$ cat src/rtl/pc_sequencer.sv
// Program-counter sequencer for a microcode ROM: increment, jump, relative branch,
// call/return through a small return-address stack, with sticky stack error flags.
module pc_sequencer #(
    parameter int unsigned ADDR_W      = 9,
    parameter int unsigned STACK_DEPTH = 4,
    parameter int unsigned RESET_ADDR  = 0,
    parameter bit          WRAP        = 1'b1
) (
    input  logic                               clk,
    input  logic                               rst,
    input  logic                               en,
    input  logic [2:0]                         op,
    input  logic [ADDR_W-1:0]                  target,
    input  logic                               clr_err,
    output logic [ADDR_W-1:0]                  addr,
    output logic [$clog2(STACK_DEPTH+1)-1:0]   sp,
    output logic                               stack_full,
    output logic                               stack_empty,
    output logic                               ovf_err,
    output logic                               unf_err,
    output logic                               halted
);

    localparam int unsigned SP_W  = $clog2(STACK_DEPTH + 1);
    localparam int unsigned IDX_W = (STACK_DEPTH > 1) ? $clog2(STACK_DEPTH) : 1;
    localparam int unsigned SLOTS = 1 << IDX_W;

    localparam logic [ADDR_W-1:0] ADDR_MAX = '1;
    localparam logic [ADDR_W-1:0] RST_A    = ADDR_W'(RESET_ADDR);
    localparam logic [SP_W-1:0]   SP_FULL  = SP_W'(STACK_DEPTH);

    typedef enum logic [2:0] {
        OpInc  = 3'd0,
        OpJmp  = 3'd1,
        OpBrr  = 3'd2,
        OpCall = 3'd3,
        OpRet  = 3'd4,
        OpHold = 3'd5
    } op_e;

    logic [ADDR_W-1:0] addr_q, addr_d;
    logic [SP_W-1:0]   sp_q, sp_d;
    logic              halted_q, halted_d;
    logic              ovf_q, ovf_d;
    logic              unf_q, unf_d;
    logic              ovf_set, unf_set;
    logic              push;
    logic              full, empty;

    logic [ADDR_W-1:0] stack_q [SLOTS];
    logic [IDX_W-1:0]  wr_idx, rd_idx;
    logic [ADDR_W-1:0] addr_inc;
    op_e               op_dec;

    assign op_dec   = op_e'(op);
    assign addr_inc = addr_q + ADDR_W'(1);
    assign full     = (sp_q == SP_FULL);
    assign empty    = (sp_q == '0);
    assign wr_idx   = IDX_W'(sp_q);
    assign rd_idx   = IDX_W'(sp_q - SP_W'(1));

    always_comb begin
        addr_d   = addr_q;
        sp_d     = sp_q;
        halted_d = halted_q;
        push     = 1'b0;
        ovf_set  = 1'b0;
        unf_set  = 1'b0;
        if (en) begin
            case (op_dec)
                OpHold: ;
                OpJmp: begin
                    addr_d   = target;
                    halted_d = 1'b0;
                end
                // Same-width add is the sign-extended offset modulo 2^ADDR_W.
                OpBrr: begin
                    addr_d   = addr_q + target;
                    halted_d = 1'b0;
                end
                OpCall: begin
                    if (full) begin
                        ovf_set = 1'b1;
                    end else begin
                        push     = 1'b1;
                        sp_d     = sp_q + SP_W'(1);
                        addr_d   = target;
                        halted_d = 1'b0;
                    end
                end
                OpRet: begin
                    if (empty) begin
                        unf_set = 1'b1;
                    end else begin
                        addr_d   = stack_q[rd_idx];
                        sp_d     = sp_q - SP_W'(1);
                        halted_d = 1'b0;
                    end
                end
                default: begin
                    if (!WRAP && (addr_q == ADDR_MAX)) begin
                        halted_d = 1'b1;
                    end else begin
                        addr_d = addr_inc;
                    end
                end
            endcase
        end
        // A new error on the same edge beats the clear.
        ovf_d = ovf_set | (ovf_q & ~clr_err);
        unf_d = unf_set | (unf_q & ~clr_err);
    end

    always_ff @(posedge clk or negedge rst) begin
        if (!rst) begin
            addr_q   <= RST_A;
            sp_q     <= '0;
            halted_q <= 1'b0;
            ovf_q    <= 1'b0;
            unf_q    <= 1'b0;
        end else begin
            addr_q   <= addr_d;
            sp_q     <= sp_d;
            halted_q <= halted_d;
            ovf_q    <= ovf_d;
            unf_q    <= unf_d;
        end
    end

    // Stack storage is not reset; slots at or above sp are never read.
    always_ff @(posedge clk) begin
        if (push) begin
            stack_q[wr_idx] <= addr_inc;
        end
    end

    assign addr        = addr_q;
    assign sp          = sp_q;
    assign stack_full  = full;
    assign stack_empty = empty;
    assign ovf_err     = ovf_q;
    assign unf_err     = unf_q;
    assign halted      = WRAP ? 1'b0 : halted_q;

endmodule

$ cat config.mk
export PLATFORM = sky130hd
export DESIGN_NAME = pc_sequencer
export DESIGN_NICKNAME = d
export VERILOG_FILES = /design/src/rtl/pc_sequencer.sv
export SDC_FILE = /design/constraint.sdc
export NUM_CORES = 1
export LEC_CHECK = 0
export CELL_PAD_IN_SITES_DETAIL_PLACEMENT = 1
export CELL_PAD_IN_SITES_GLOBAL_PLACEMENT = 2
export CORE_UTILIZATION = 34
export DETAILED_ROUTE_END_ITERATION = 12
export PLACE_DENSITY_LB_ADDON = 0.2
export SLEW_MARGIN = 20
export SYNTH_ARGS = -nofsm -noshare
export SYNTH_HDL_FRONTEND = slang
export SYNTH_SLANG_ARGS = --single-unit
$ cat constraint.sdc
create_clock -name clk -period 2 [get_ports clk]
set_input_delay 0.5 -clock clk [delete_from_list [all_inputs] [get_ports clk]]
set_output_delay 0.5 -clock clk [all_outputs]
set_load 0.005 [all_outputs]
After elaboration in Yosys (flattened, before gate mapping)
Memory sizes are Yosys's and may differ from the RTL's. Cells that the tools add are included.

Bits in registers: 14. Memory bits (writable): 36. Input port bits: 16. Output and inout port bits: 17. Word-level logic and storage cells: 44. Memories: 1.

Memory list: stack_q (words 4, width 9, read ports 1, clocked after memory_dff 0, wr ports 1, RTL line 50) `logic [ADDR_W-1:0] stack_q [SLOTS];`.

$add $sub $neg: 4. Eq/ne operators: 8. Muxes and demuxes: 17. Bitwise operators: 6. Reductions and logical operators: 4.

Operator list (number): 9-bit one-hot mux with 5 select lines (1); 9-bit two-way mux (2); 1-bit two-way mux (11); 9-bit by 1-bit adder with 9-bit output, second input constant (1); 9-bit adder (1); 3-bit equality test, second input constant (3); 4-bit AND reduction (2); 3-bit by 2-bit equality test with 1-bit output, second input constant (2); 3-bit two-way mux (2); 3-bit one-hot mux with 2 select lines (1); 2-bit != test, second input constant (2); 3-bit by 1-bit adder with 3-bit output, second input constant (1); 3-bit by 1-bit equality test with 1-bit output, second input constant (1); 3-bit logical NOT (1); 3-bit by 1-bit subtractor with 3-bit output, second input constant (1); 1-bit bitwise AND (2); 1-bit inverter (2); 1-bit bitwise OR (2); 2-bit nonzero test (1).

Logic depth before layout (Yosys ltp)
Gate-level depths: netlist of the first run.

Depth after elaboration: 6. Gate-level depth with buffers: 9. Gate-level depth less buffers: 8.

Worst setup path after synthesis of the first run
No wires, ideal clock.

Path kind: flip-flop to flip-flop. From: register sp_q[0] (netlist: sp[0]). To: register addr_q[6] (netlist: addr[6]). Library setup time: 0.123 ns. Arrival time: 1.975 ns. Data required time: 1.877 ns. Setup slack: -0.098 ns. Stages on the path, launching flop included: 10. Path buffers: 2. Period minus slack after synthesis: 2.098 ns. Path through: dfrtp_1 buf_6 inv_1 ha_1 clkbuf_2 mux4_1 a2bb2oi_1 o22ai_1 nand3_1 o221a_1.

Cells in the longest elaborated chain, start to end: 4. Elaborated cells between the ends (all ways): 9. Those cells by class: add/sub (1); eq/ne (3); mux (2); reduce/logical (2); memory (1).

RTL lines: start: declaration (RTL line 42) `logic [SP_W-1:0] sp_q, sp_d;`; start signal: assignment (RTL line 123) `sp_q <= sp_d;`; 3-bit by 1-bit subtractor with 3-bit output; memory 4 x 9 bit; 9-bit two-way mux (RTL line 92) `if (empty) begin`; 9-bit one-hot mux with 5 select lines (RTL line 70) `case (op_dec)`; end signal: assignment (RTL line 122) `addr_q <= addr_d;`; end: declaration (RTL line 41) `logic [ADDR_W-1:0] addr_q, addr_d;`.

Several ways; a longest one is shown, not always the timed one. The select of a mux whose other input is x is not followed. A chain may end at the register's enable or synchronous reset.

Final worst setup path of the first run
From: register addr_q[2] (netlist: addr[2]). To: output port addr[2].

RTL lines: end: declaration (RTL line 15) `output logic [ADDR_W-1:0] addr,`.

No word-level cell between the ends.

==> implementation parameters, run 1 <==
Parameter                              Value

Status
  Result of the run    completed

Floorplanning
  Io pins    33
  Area of the core region    8260 um2
  Initial standard-cell utilization of the core    35.3%
  Die area    8960 um2
  Height of the die    94.6 um
  Cell row count    33
  Floorplan die width    94.6 um

Finish
  Most common cell after layout, fill and taps aside    sky130_fd_sc_hd__buf_4
  Nets    392
  Total area of sequential cells    1430 um2
  Final cell area excluding filler cells    4240 um2
  Number of standard cells in the layout, taps in and fillers out    467
  Post-route core utilization    51.3%
  Multi-input gate area    1540 um2
  Top library cells by usage in the layout, fill and taps aside    sky130_fd_sc_hd__buf_4 (73), sky130_fd_sc_hd__edfxtp_1 (36), sky130_fd_sc_hd__clkdlybuf4s50_1 (21)
  Area grow syn2layout    45.2%
  Fraction of final layout cells sized beyond drive strength 1    35.4%
  Antenna diode instance count    0
  Filler cells    891

Synthesis
  Mapped Nets    281
  Netlist cell types    59
  Share of the synthesized area in compound gates (AO/OA/AOI/OAI)    15.0%
  Dominant combinational cell family by area after synthesis    compound AO/OA/AOI/OAI gates
  Fraction of the mapped netlist area in simple logic gates    14.1%
  Synthesized instance count    250
  Top flip-flop cell by instance count after synthesis    sky130_fd_sc_hd__edfxtp_1
  Synth Area in Adders    6.69%
  Avg Synthesized Cell Area    11.7 um2
  Number of warning messages in the yosys log    0
  Post-synthesis cell area    2920 um2
  Number of flops mapped to enable cells by yosys    36
  Fraction of synthesized cell area in xor and xnor cells    3.90%
  Post-synthesis async set-or-reset flop share    28.0%
  Flip-flop and latch count after synthesis    50
  Sequential element share of the synthesized area    49.1%
  Multiplexer area fraction after synthesis    7.93%

Worst setup path
  Largest fanout on the critical path    8
  Sort of element at the start of the critical path    flip-flop
  CP Data Arrival Time    1.44 ns
  Category of the most critical setup path    reg -> out
  Worst R2R Path Depth    7
  Worst setup slack for register-to-register paths    0.10 ns
  Worst setup EP type    output pin
  Data required time at the worst endpoint    1.50 ns

Clocking
  Number of buffers added by the clock tree synthesis step    5
  Maximum level of the CTS H-tree    2
  Maximum root-to-sink buffer count    2
  Clock transition at the registers of the reported paths    0.11 ns
  Clock tree from TritonCTS    yes
  Root Buffer Master    sky130_fd_sc_hd__clkbuf_8
  TritonCTS sink count    50
  Clock latency at the later pin of the worst-skew pair    0.31 ns

STA
  Final Max Slew Viols    0
  Count of final setup violators    0
  Setup skew after layout    0.0122 ns
  Number of hold violations in the final report    0
  Fin crit share    96.8%
  Setup_tns    0 ns
  Achievable frequency    516 MHz
  Minimum period implied by the final worst setup slack    1.94 ns

Placed design
  IO Port Bufs    31
  Routability Congestion    0.785
  HPWL after DPL    6.63 mm
  DP Area    3900 um2
  DP Cell Count    449

Power and ir drop
  Leakage power    1.73 nW
  Highest ir drop seen on vdd    0.485 mV
  Design Power    4.72 mW
  Total power divided by cell area    1120 nW/um2

Detailed routing
  Total length of routed wires    8.84 mm
  Total met2 wirelength after detailed routing    4.32 mm
  Detailed-route wire length on metal 1    4.06 mm
  Vias/cell    5.26
  DRC errors left    0
  Vias    2458
  Number of design-rule violations left by the first detailed-router iteration    159
  1st-pass router iterations    4
  Routed Antenna Nets    0
  WL/cell    18.9 um
  Met3 wire length    406 um
  Uppermost routed layer    met4

Global routing
  Via count of the first global-routing pass    2502
  Largest net degree at the start of global routing    19
  Overall fraction of global-route tracks in use    21.0%
  Number of antenna violations at the first check in global routing    0
  Global-route wire length before repair    13.7 mm
  Aggregate global routing overflow    0

Hold path
  Tightest Hold Check Type    in -> async

Run
  Max-cap violations    0
## metal layers
metal / global-route usage, % / up-vias
met4: 3.79 / 0
met2: 35.1 / 56
met3: 2.90 / 7
met1: 29.2 / 1220
li1: - / 1175
met5: 0 / -
## worst max-delay path: stages (launching register included)
cell and delay [ns]:
sky130_fd_sc_hd__dfrtp_1 0.45, sky130_fd_sc_hd__buf_6 0.17, sky130_fd_sc_hd__clkdlybuf4s50_1 0.51
## power by group
group          switching, mW  leakage (nW)  internal [mW]
clock network          0.375        0.0502          0.260
logic                   1.26          1.19           1.35
registers              0.138         0.487           1.34
total                   1.77          1.73           2.96
## final timing paths
kind	start	endpoint
hold reg to reg	ovf_err	ovf_err
min in group clk	ovf_err	ovf_err
setup / recovery	addr[2]	addr[2]
hold / removal	rst	sp[1]
setup reg to reg	sp[0]	addr[6]
max in group asynchronous	rst	addr[6]
## cell usage after synthesis (all sizes together) (6+ instances only)
cell type	n	area (um2)
edfxtp	36	1080
o21ai	19	95.1
a21oi	18	90.1
nor2	18	67.6
nand2	15	56.3
dfrtp	14	350
ha	14	175
inv	11	41.3
mux4	9	221
nand3	7	35.0
xor2	7	61.3
buf	6	45.0
nand2b	6	37.5
xnor2	6	52.6
## per-stage QoR
step                hold slack [ns]  setup slack (ns)
global placement              0.518            -0.569
detailed placement            0.529            -0.588
global route                  0.514           -0.0107
floorplan                     0.204          0.000965
finish                        0.503            0.0637
CTS                           0.511          0.000497
## registers in the layout, summed over array words and instances, names as in the netlist
signal	count
ovf_err	1
stack_q	36
sp	3
addr	9
unf_err	1
## cell families after synthesis
| logic type | after synthesis |
|---|---|
| xor+xnor | 13 |
| buf+inv | 19 |
| compound gates | 66 |
| simple gates | 76 |
| mux | 10 |
| other cells | 1 |
| fa+ha+maj | 15 |
| flops | 50 |
## what timing repair did
item	4_1_cts	5_1_grt
pin swaps	3	9
setup endpoints to repair	10	41
gates resized for setup	20	29
buffers inserted	6	4
hold buffers	0	0
hold endpoints to repair	0	0
## final cells by class
type                            instances  area share, %
Tap cell                              105           3.10
Inverter                               11          0.975
Multi-Input combinational cell        181           36.3
Timing Repair Buffer                  112           23.6
Sequential cell                        50           33.8
Clock inverter                          3          0.679
Clock buffer                            5           1.62
(Power assumes the default switching activity.)
==> run 2: changes to the inputs <==
--- a/config.mk
+++ b/config.mk
@@ -7,8 +7,10 @@
 export LEC_CHECK = 0
 export CELL_PAD_IN_SITES_DETAIL_PLACEMENT = 1
 export CELL_PAD_IN_SITES_GLOBAL_PLACEMENT = 2
+export CORE_MARGIN = 2
 export CORE_UTILIZATION = 34
 export DETAILED_ROUTE_END_ITERATION = 12
+export GPL_ROUTABILITY_DRIVEN = 0
 export PLACE_DENSITY_LB_ADDON = 0.2
 export SLEW_MARGIN = 20
 export SYNTH_ARGS = -nofsm -noshare
==> run 2 against run 1 <==
- final area is 2.2% lower
- clock skew is 0.0022 ns lower
- fmax fell by 0.53%
- register-to-register slack improved by 0.04 ns
- worst hold slack improved by 0.013 ns
- sequential share of layout area is 0.78 points higher
- global-route usage shrank 2.6 points
- combinational power is 2% lower
- utilization fell by 1.2 points
- first-iteration DRC count is 47% lower
==> implementation parameters, run 2 (synthesized netlist as in run 1, its figures left out) <==
Parameter                              Value

Floorplanning
  Initial standard-cell utilization of the core    35.3% (unchanged)
  Floorplan die width    96.6 um (+2.1%)
  Die area    9340 um2 (+4.3%)
  Io pins    33 (unchanged)
  Height of the die    96.6 um (+2.1%)
  Area of the core region    8260 um2 (unchanged)
  Cell row count    33 (unchanged)

Detailed routing
  Total length of routed wires    8.64 mm (-2.3%)
  Uppermost routed layer    met4
  Vias    2407 (-2.1%)
  Number of design-rule violations left by the first detailed-router iteration    85 (-47%)
  Detailed-route wire length on metal 1    4.09 mm (+0.84%)
  Met3 wire length    454 um (+12%)
  Vias/cell    5.28 (+0.29%)
  Routed Antenna Nets    0 (unchanged)
  1st-pass router iterations    4 (unchanged)
  WL/cell    18.9 um (about the same)
  Total met2 wirelength after detailed routing    4.08 mm (-5.7%)
  DRC errors left    0 (unchanged)

Finish
  Number of flip-flops under the largest register name    36 (unchanged)
  Antenna diode instance count    0 (unchanged)
  Top library cells by usage in the layout, fill and taps aside    sky130_fd_sc_hd__buf_4 (63), sky130_fd_sc_hd__edfxtp_1 (36), sky130_fd_sc_hd__clkdlybuf4s50_1 (24)
  Number of standard cells in the layout, taps in and fillers out    456 (-2.4%)
  Area grow syn2layout    41.9%
  Nets    381 (-2.8%)
  Fraction of final layout cells sized beyond drive strength 1    32.8% (-2.6 points)
  Most common cell after layout, fill and taps aside    sky130_fd_sc_hd__buf_4
  Post-route core utilization    50.2% (-1.2 points)
  Register ranked first by flip-flop count    stack_q
  Filler cells    903 (+1.3%)

Global routing
  Overall fraction of global-route tracks in use    18.4% (-2.6 points)
  Number of antenna violations at the first check in global routing    0 (unchanged)
  Largest net degree at the start of global routing    19 (unchanged)
  Via count of the first global-routing pass    2536 (+1.4%)
  Global-route wire length before repair    13.6 mm (-0.65%)
  Aggregate global routing overflow    0 (unchanged)

Clocking
  Clock latency at the later pin of the worst-skew pair    0.31 ns (about the same)
  Maximum level of the CTS H-tree    2 (unchanged)
  Clock tree from TritonCTS    yes
  Clock transition at the registers of the reported paths    0.10 ns (about the same)
  Maximum root-to-sink buffer count    2 (unchanged)
  Cts-stage hold buffer count    0 (unchanged)
  Number of buffers added by the clock tree synthesis step    5 (unchanged)
  Root Buffer Master    sky130_fd_sc_hd__clkbuf_8
  TritonCTS sink count    50 (unchanged)

Worst setup path
  Sort of element at the start of the critical path    input pin
  Crit-path cells    clkdlybuf4s50_1 -> buf_4 -> and2b_1 -> nand3_1 -> nor2_2 -> and2_1 -> buf_12
  Worst setup EP type    flip-flop
  Crit path max-delay cell type    sky130_fd_sc_hd__clkdlybuf4s50_1
  Largest fanout on the critical path    9 (+1)
  Largest stage delay, worst path    0.48 ns (-0.03 ns)
  Data required time at the worst endpoint    2.03 ns (+0.53 ns)
  CP Data Arrival Time    1.98 ns (+0.54 ns)
  Category of the most critical setup path    in -> reg

Run
  Max-cap violations    0 (unchanged)

STA
  Count of final setup violators    0 (unchanged)
  Minimum period implied by the final worst setup slack    1.95 ns (+0.0102 ns)
  Fin Hold WS    0.516 ns (+0.0128 ns)
  Number of hold violations in the final report    0 (unchanged)
  Setup_tns    0 ns (unchanged)
  Setup skew after layout    0.00997 ns (-0.00220 ns)
  Fin crit share    97.3% (+0.51 points)
  Achievable frequency    514 MHz (-0.53%)
  Final Max Slew Viols    0 (unchanged)

Status
  Result of the run    completed

Power and ir drop
  Highest ir drop seen on vdd    0.398 mV (-18%)
  Leakage power    1.67 nW (-3.2%)
  Total power divided by cell area    1130 nW/um2 (+1.1%)

Placed design
  DP Cell Count    442 (-1.6%)
  HPWL after DPL    6.67 mm (+0.65%)
  IO Port Bufs    31 (unchanged)

Hold path
  Tightest Hold Check Type    in -> async
-- run 2: area by class of cell --
cell class              instances  area (um2)  share of cell area, %
multi-input cells             181        1530                   36.9
flip-flops and latches         50        1430                   34.6
repair buffers                101         912                   22.0
well taps                     105         131                   3.17
clock buffers                   5        68.8                   1.66
inverters                      11        41.3                  0.997
clock inverters                 3        28.8                  0.695
-- run 2: what timing repair did --
| action | CTS | global route |
|---|---|---|
| pin swaps | 1 | 5 |
| endpoints found under the setup margin | 10 | 43 |
| buffers inserted | 4 | 2 |
| hold endpoints to repair | 0 | 0 |
| gates resized for setup | 16 | 28 |
-- run 2: worst paths after layout --
path,start,endpoint,slack [ns],depth (start not counted)
min reg2reg,ovf_err,ovf_err,0.55,2
min,rst,addr[2],0.52,2
min in group clk,ovf_err,ovf_err,0.55,2
max in group asynchronous,rst,addr[4],1.28,2
max,op[1],stack_q[2][8],0.05,7
max reg2reg,sp[0],addr[6],0.14,7
-- run 2: report_power, final --
part | total, mW | internal [mW] | switching [mW] | leakage, nW
clock | 0.640 | 0.262 | 0.378 | 0.0506
combinational | 2.56 | 1.32 | 1.24 | 1.13
sequential | 1.46 | 1.34 | 0.121 | 0.487
-- run 2: metal layers --
metal / global-route usage [%] / up-vias
met5: 0 / -
li1: - / 1151
met2: 30.0 / 57
met3: 3.47 / 2
met4: 2.28 / 0
met1: 26.5 / 1197
-- run 2: per-stage QoR --
stage / setup WS, ns / area [um2] / total power [mW]
finish: 0.0535 / 4140 / 4.67
CTS: -0.0799 / 4000 / 4.58
floorplan: 0.000965 / 2940 / 2.73
detailed placement: -0.569 / 3840 / 3.80
global placement: -0.560 / 3840 / 3.75
global route: -0.0312 / 4140 / 4.97
-- run 2: worst max-delay path, delay by kind of cell --
kind          cells  cell delay (ns)
simple gates      4             0.67
buf+inv           3             0.80
==> run 3: changes to the inputs <==
--- a/config.mk
+++ b/config.mk
@@ -9,6 +9,7 @@
 export CELL_PAD_IN_SITES_GLOBAL_PLACEMENT = 2
 export CORE_MARGIN = 2
 export CORE_UTILIZATION = 34
+export CTS_CLUSTER_DIAMETER = 120
 export DETAILED_ROUTE_END_ITERATION = 12
 export GPL_ROUTABILITY_DRIVEN = 0
 export PLACE_DENSITY_LB_ADDON = 0.2
==> results of run 3 <==
The final DEF is identical to that of run 2; final timing and power are the same.
